File: src/rtl/sonar_pkg.sv
// Shared constants and FSM encoding for the SONAR hydrophone ADC capture path.
package sonar_pkg;

    localparam int SONAR_ADC_WIDTH = 14;
    localparam int SONAR_NUM_CH    = 4;

    // Deserializer FSM: IDLE waits for a framed bit 0, SHIFT has a word in progress.
    typedef enum logic {
        IDLE  = 1'b0,
        SHIFT = 1'b1
    } sonar_state_e;

endpackage

File: src/rtl/sonar_shift_lane.sv
// One serial lane: shift register with shift enable and a synchronous restart
// that loads the current bit as bit 0 of a fresh word.
module sonar_shift_lane #(
    parameter int WIDTH     = 14,
    parameter bit MSB_FIRST = 1'b1
) (
    input  logic             clk,
    input  logic             reset,
    input  logic             shift_en,
    input  logic             restart,
    input  logic             din,
    output logic [WIDTH-1:0] word
);

    logic [WIDTH-1:0] sr_reg;
    logic [WIDTH-1:0] restart_val;

    // The word as it will look after this cycle's bit is shifted in; the top
    // level captures it directly on the completing edge.
    generate
        if (MSB_FIRST) begin : g_msb
            always_comb word = {sr_reg[WIDTH-2:0], din};
            always_comb restart_val = {{(WIDTH-1){1'b0}}, din};
        end else begin : g_lsb
            always_comb word = {din, sr_reg[WIDTH-1:1]};
            always_comb restart_val = {din, {(WIDTH-1){1'b0}}};
        end
    endgenerate

    // Restart takes priority so a re-framed word discards the partial contents.
    always_ff @(posedge clk or posedge reset) begin
        if (reset) begin
            sr_reg <= '0;
        end else if (restart) begin
            sr_reg <= restart_val;
        end else if (shift_en) begin
            sr_reg <= word;
        end
    end

endmodule

File: src/rtl/sonar_serial_deserializer.sv
// Multi-lane serial-to-parallel deserializer: framing FSM, bit counter,
// held output register with valid/ready handshake and sticky error flags.
module sonar_serial_deserializer
    import sonar_pkg::*;
#(
    parameter int WIDTH      = SONAR_ADC_WIDTH,
    parameter int NUM_CH     = SONAR_NUM_CH,
    parameter bit MSB_FIRST  = 1'b1,
    parameter bit CONTINUOUS = 1'b0
) (
    input  logic                    clk,
    input  logic                    reset,
    input  logic                    enable,
    input  logic                    frame_start,
    input  logic [NUM_CH-1:0]       d,
    input  logic                    out_ready,
    input  logic                    clear_err,
    output logic [NUM_CH*WIDTH-1:0] out_data,
    output logic                    out_valid,
    output logic                    busy,
    output logic                    overrun,
    output logic                    frame_err
);

    localparam int CW = $clog2(WIDTH);
    localparam logic [CW-1:0] LAST_BIT = CW'(WIDTH - 1);
    localparam logic [CW-1:0] ONE      = CW'(1);

    sonar_state_e state_reg, state_next;
    logic [CW-1:0] count_reg, count_next;
    logic [NUM_CH*WIDTH-1:0] out_data_reg;
    logic [NUM_CH*WIDTH-1:0] lane_words;
    logic out_valid_reg, overrun_reg, frame_err_reg;
    logic shift_en, restart, complete, frame_set;

    generate
        for (genvar gi = 0; gi < NUM_CH; gi++) begin : g_lane
            sonar_shift_lane #(
                .WIDTH     (WIDTH),
                .MSB_FIRST (MSB_FIRST)
            ) u_lane (
                .clk      (clk),
                .reset    (reset),
                .shift_en (shift_en),
                .restart  (restart),
                .din      (d[gi]),
                .word     (lane_words[gi*WIDTH +: WIDTH])
            );
        end
    endgenerate

    // State and bit counter register.
    always_ff @(posedge clk or posedge reset) begin
        if (reset) begin
            state_reg <= IDLE;
            count_reg <= '0;
        end else begin
            state_reg <= state_next;
            count_reg <= count_next;
        end
    end

    // Next state, count and lane controls; frame_start always re-frames.
    always_comb begin
        state_next = state_reg;
        count_next = count_reg;
        shift_en   = 1'b0;
        restart    = 1'b0;
        complete   = 1'b0;
        frame_set  = 1'b0;
        case (state_reg)
            IDLE: begin
                if (enable && frame_start) begin
                    restart    = 1'b1;
                    count_next = ONE;
                    state_next = SHIFT;
                end
            end
            SHIFT: begin
                if (enable) begin
                    if (frame_start) begin
                        restart    = 1'b1;
                        frame_set  = 1'b1;
                        count_next = ONE;
                    end else if (count_reg == LAST_BIT) begin
                        shift_en   = 1'b1;
                        complete   = 1'b1;
                        count_next = '0;
                        state_next = CONTINUOUS ? SHIFT : IDLE;
                    end else begin
                        shift_en   = 1'b1;
                        count_next = count_reg + ONE;
                    end
                end
            end
            default: state_next = IDLE;
        endcase
    end

    // Output register: a completed word loads only when the slot is free or
    // being drained this cycle; otherwise the held word stays and the new one is dropped.
    always_ff @(posedge clk or posedge reset) begin
        if (reset) begin
            out_data_reg  <= '0;
            out_valid_reg <= 1'b0;
        end else if (complete && (!out_valid_reg || out_ready)) begin
            out_data_reg  <= lane_words;
            out_valid_reg <= 1'b1;
        end else if (out_valid_reg && out_ready) begin
            out_valid_reg <= 1'b0;
        end
    end

    // Sticky error flags; a set event outranks a simultaneous clear.
    always_ff @(posedge clk or posedge reset) begin
        if (reset) begin
            overrun_reg   <= 1'b0;
            frame_err_reg <= 1'b0;
        end else begin
            if (complete && out_valid_reg && !out_ready) begin
                overrun_reg <= 1'b1;
            end else if (clear_err) begin
                overrun_reg <= 1'b0;
            end
            if (frame_set) begin
                frame_err_reg <= 1'b1;
            end else if (clear_err) begin
                frame_err_reg <= 1'b0;
            end
        end
    end

    assign out_data  = out_data_reg;
    assign out_valid = out_valid_reg;
    assign busy      = (state_reg == SHIFT);
    assign overrun   = overrun_reg;
    assign frame_err = frame_err_reg;

endmodule

File: config.mk
export PLATFORM = sky130hd
export DESIGN_NAME = sonar_serial_deserializer
export DESIGN_NICKNAME = d
export VERILOG_FILES = /design/src/rtl/sonar_pkg.sv /design/src/rtl/sonar_shift_lane.sv /design/src/rtl/sonar_serial_deserializer.sv
export SDC_FILE = /design/constraint.sdc
export NUM_CORES = 1
export LEC_CHECK = 0
export ABC_AREA = 1
export ABC_CLOCK_PERIOD_IN_PS = 5260
export CORE_UTILIZATION = 57
export CTS_CLUSTER_DIAMETER = 80
export DETAILED_ROUTE_END_ITERATION = 12
export GPL_ROUTABILITY_DRIVEN = 0
export HOLD_SLACK_MARGIN = 0.12
export PLACE_DENSITY_LB_ADDON = 0.2
export SLEW_MARGIN = 30
export SYNTH_ARGS = -nofsm -noshare
export SYNTH_HDL_FRONTEND = slang
export SYNTH_SLANG_ARGS = --single-unit
File: constraint.sdc
create_clock -name clk -period 5.26 [get_ports clk]
set_input_delay 0.526 -clock clk [delete_from_list [all_inputs] [get_ports clk]]
set_output_delay 0.526 -clock clk [all_outputs]
set_load 0.005 [all_outputs]
# Word level (Yosys, flattened, before mapping)
# Cells that the tools add are included.
[totals] out_inout_bits=60 elab_cells=62 in_bits=10 register_bits=116
[op_classes] reduce_logical=13 eq_ne=3 bitwise_logic=1 n_mux=34 add_sub_neg=1
[ops] op="$mux 13" count=8
[ops] op="$mux 1" count=19
[ops] op="$mux 4" count=4
[ops] op="$pmux 4 s2" count=1
[ops] op="$reduce_bool 2->1" count=4
[ops] op="$logic_and 1x1->1" count=5
[ops] op="$add 4x1->4 const B" count=1
[ops] op="$eq 4x4->1 const B" count=1
[ops] op="$ne 2x2->1 const B" count=2
[ops] op="$pmux 1 s2" count=2
[ops] op="$logic_not 1->1" count=2
[ops] op="$reduce_and 2->1" count=1
[ops] op="$logic_or 1x1->1" count=1
[ops] op="$not 1->1" count=1

# Depth between registers and ports, before layout
[depth] ltp_word=8 ltp_mapped=9 depth_no_buf=7

# Hierarchy
# Synthesis repeated with hierarchy kept, for this count alone.
[hier_totals] cells_unflattened=532 area_unflattened_um2=4869.7
[by_module_without_submodules] module="sonar_serial_deserializer" cells_each=296 area_per_inst_um2=2667.6 n_inst=1
[by_module_without_submodules] module="sonar_shift_lane" cells_each=59 area_per_inst_um2=550.5 n_inst=4

# Least setup slack after synthesis
# OpenSTA, ideal clock, no wires.
[synth_path] path_kind="flip-flop to flip-flop" start="register count_reg[1]" end="register out_data_reg[0] (netlist: out_data[0])" setup_time_ns=0.117 required_ns=5.143 stages_incl_launch_ff=10 period_less_slack_ns=1.377 t_arrival_ns=1.260 slack_ns=3.883 cell_sequence="dfrtp_1 -> inv_1 -> ha_1 -> nand2_1 -> nor2_1 -> nand3_1 -> buf_6 -> buf_6 -> nand2_1 -> nand2_1"
[synth_via] elab_chain_len=6
[synth_rtl] element="from (decl)" line_no="sonar_serial_deserializer.sv:30" source="logic [CW-1:0] count_reg, count_next;"
[synth_rtl] element="from (signal assigned)" line_no="sonar_serial_deserializer.sv:59" source="count_reg <= count_next;"
[synth_rtl] element="$eq 4x4->1" line_no="sonar_serial_deserializer.sv:85" source="end else if (count_reg == LAST_BIT) begin"
[synth_rtl] element="$mux 1" line_no="sonar_serial_deserializer.sv:85"
[synth_rtl] element="$mux 1" line_no="sonar_serial_deserializer.sv:81" source="if (frame_start) begin"
[synth_rtl] element="$mux 1" line_no="sonar_serial_deserializer.sv:80" source="if (enable) begin"
[synth_rtl] element="$mux 1" line_no="sonar_serial_deserializer.sv:71" source="case (state_reg)"
[synth_rtl] element="$logic_and 1x1->1" line_no="sonar_serial_deserializer.sv:106" source="end else if (complete && (!out_valid_reg || out_ready)) begin"
[synth_rtl] element="to (signal assigned)" line_no="sonar_serial_deserializer.sv:107" source="out_data_reg <= lane_words;"
[synth_rtl] element="to (decl)" line_no="sonar_serial_deserializer.sv:31" source="logic [NUM_CH*WIDTH-1:0] out_data_reg;"
# Every way passes these cells.
# A chain may end at the register's enable or synchronous reset.

# Worst setup path after layout
[layout_path] start="input enable" end="register out_data_reg[40] (netlist: out_data[40])"
[layout_via] elab_chain_len=3
[layout_rtl] element="from (decl)" line_no="sonar_serial_deserializer.sv:13" source="input logic enable,"
[layout_rtl] element="$mux 1" line_no="sonar_serial_deserializer.sv:80"
[layout_rtl] element="$mux 1" line_no="sonar_serial_deserializer.sv:71"
[layout_rtl] element="$logic_and 1x1->1" line_no="sonar_serial_deserializer.sv:106"
# Every way passes these cells.

==> impl_results.md <==
- Detailed Place HPWL: 5200 um
- Adder-Cell Fraction of Synth Area: 0.00552
- Peak VDD IR: 0.231 mV
- Reg-to-reg startpoint: busy
- H-tree levels: 4
- Post-synthesis mux area share: 0
- DRC: 0
- Global-route wire length before repair: 16200 um
- Fin area: 5790 um2
- Clock latency on the worst-skew pair: 0.51 ns
- Crit path kind: in -> reg
- Outcome: completed
- Die area: 8310 um2
- Root Driver: clkbuf_8
- Leading cell types by total area after synthesis: dfrtp_1 64%, nand2_1 11%, nand3_1 6.6%, o22ai_1 6.2%, inv_1 4.9%
- Synth Area in Simple Gates: 0.186
- Yosys top cell by area: dfrtp_1
- Req. time, crit path: 5.71 ns
- Standard-cell rows: 32
- I/O pin count: 70
- Grt ovf: 0
- Count of nets after finishing: 541
- Post-Synth XOR/XNOR Area: 0.00193
- Max-Slew Margin vs Limit: 0.480
- RSZ-0062 raised after global routing: false
- Post-CTS Resized: 0
- Compound-Gate Fraction of Synth Area: 0.0771
- Syn_nets: 477
- Fillers: 548
- Reg2reg path depth: 5
- CTS Hold Bufs: 0
- First DRT Iteration DRCs: 251
- Initial Utilization: 0.589
- GRT Util Overall: 0.253
- Critical R2R Capture: out_data[40]
- Post-synth top area share: 0.641
- DR WL/cell: 14.9 um
- Hold worst-path end: out_data[27]
- Avg Vias per Cell: 5.39
- CTS tree: yes
- CORE AREA: 7690 um2
- Worst Path Max Fanout: 49
- Slew @ Worst Pin: 0.779 ns
- Reg2reg setup slack: 2.92 ns
- Fmax: 403 MHz
- # diodes: 0
- Max Cap Viol: 0
- Layout area overhead: 27.8%
- Setup Viol. Count Final: 0
- TritonCTS Buffers: 17
- Final Max Slew Viols: 0
- Total length of routed wires: 9590 um
- Area of the multi-input gates: 1260 um2
- Chip width: 91.2 um
- Setup Skew: 0.00651 ns
- Total chip power: 0.00206 W
- Chip Height: 91.2 um
- Mapped Area: 4530 um2
- Syn_area_per_cell: 9.74 um2
- Sequential share of the synthesized area: 0.641
- Most common cell after layout, fill and taps aside: nand2_1
- Max reg flops: 56
- Worst Hold Class: reg -> reg
- Worst path arrival time: 2.93 ns
- Clock sinks: 116
- CP endpoint kind: register
- Setup TNS: 0 ns
- Main combinational cell family by area after synthesis: simple AND/OR/NAND/NOR gates
- Register Area: 2900 um2
- Post-CTS setup buffers: 0
- Max Root-Sink Buffers: 2
- Final worst path period share: 0.472
- Pwr Density: 356 nW/um2
- Antenna viol nets, final: 0
- Hold Path Stages: 2
- Syn Inst Count: 465
- DP Area: 5220 um2
- Leakage power: 2.85 nW
- Share of cells above drive strength 1: 0.0738
- Number of global-route vias before repair: 3451
- Routed via count: 3473
- Clock transition at path regs: 0.05 ns
- Flops & latches, synth: 116
- Most frequent cells in the layout: 134 x nand2_1, 116 x dfrtp_1, 69 x clkdlybuf4s50_1
- Yosys warns: 0
- Hold_sp: out_data[27]
- Largest net degree at the start of global routing: 67
- Initial antenna violation count: 0
- Drt first pass iters: 4
- I/O Buffers: 69
- Final Hold Viols: 0
- Period minus WS final: 2.48 ns
- Crit start category: input pin
- Distinct cell type count after synthesis: 18
through the flow:
stage	utilization	std cells	worst slack, ns	hold WS [ns]
final	0.753	644	2.78	0.468
after global routing	0.753	644	2.63	0.487
after CTS	0.752	644	2.37	0.472
after detailed placement	0.679	612	1.87	0.458
after global placement	0.679	612	1.94	0.453
after floorplan	-	465	1.66	0.454
cell type report:
cell class	instances	share of cell area
Clock buffer	22	0.0782
Clock inverter	10	0.0184
Inverter	59	0.0387
Multi-Input combinational cell	262	0.217
Sequential cell	116	0.501
Tap cell	102	0.0220
Timing Repair Buffer	73	0.124
how the worst max path moves through the flow:
stage               startpoint  cells after the start            to  slack [ns]
CTS                     enable                      6  out_data[31]        2.37
finish                  enable                      6  out_data[40]        2.78
global placement        enable                      6  out_data[41]        1.94
global route            enable                      6  out_data[31]        2.63
floorplan                reset                      1          busy        1.66
detailed placement      enable                      6  out_data[41]        1.87
report_power, final:
group | total [W] | switching (W) | internal (W) | leakage [nW]
Clock | 0.00107 | 0.000380 | 0.000693 | 0.278
Combinational | 0.0000720 | 0.0000502 | 0.0000218 | 0.970
Sequential | 0.000917 | 0.0000107 | 0.000906 | 1.60
Total | 0.00206 | 0.000441 | 0.00162 | 2.85
Yosys cell counts:
library cell,instances
a21oi_1,1
buf_1,1
buf_2,8
buf_6,9
clkbuf_1,10
dfrtp_1,116
ha_1,2
inv_1,59
nand2_1,136
nand3_1,60
nand3_2,1
nand4_1,1
nor2_1,2
nor2_2,1
o211ai_1,1
o21ai_0,11
o22ai_1,45
xnor2_1,1
worst max-delay path: stages:
cell             delay (ns)
clkdlybuf4s50_1        0.57
nand3_4                0.48
nor2_4                 0.65
buf_4                  0.43
nand3_1                0.15
nand2_1                0.11
layer usage:
metal / GRT usage / wire length, um / vias to the layer above
li1: - / - / 1641
met1: 0.328 / 4040 / 1716
met2: 0.400 / 4950 / 100
met3: 0.0712 / 466 / 16
met4: 0.115 / 131 / 0
met5: 0 / 0 / -
cell families (layout without fill, tap and decap cells):
kind of cell / after synthesis / in the layout
and+or+nand+nor: 201 / 201
DFF: 116 / 116
buffers and inverters: 87 / 164
AOI/OAI and AO/OA: 58 / 58
adders and majority gates: 2 / 2
xor gates and xnor gates: 1 / 1
Note: power is estimated with default switching activity, not from simulation.
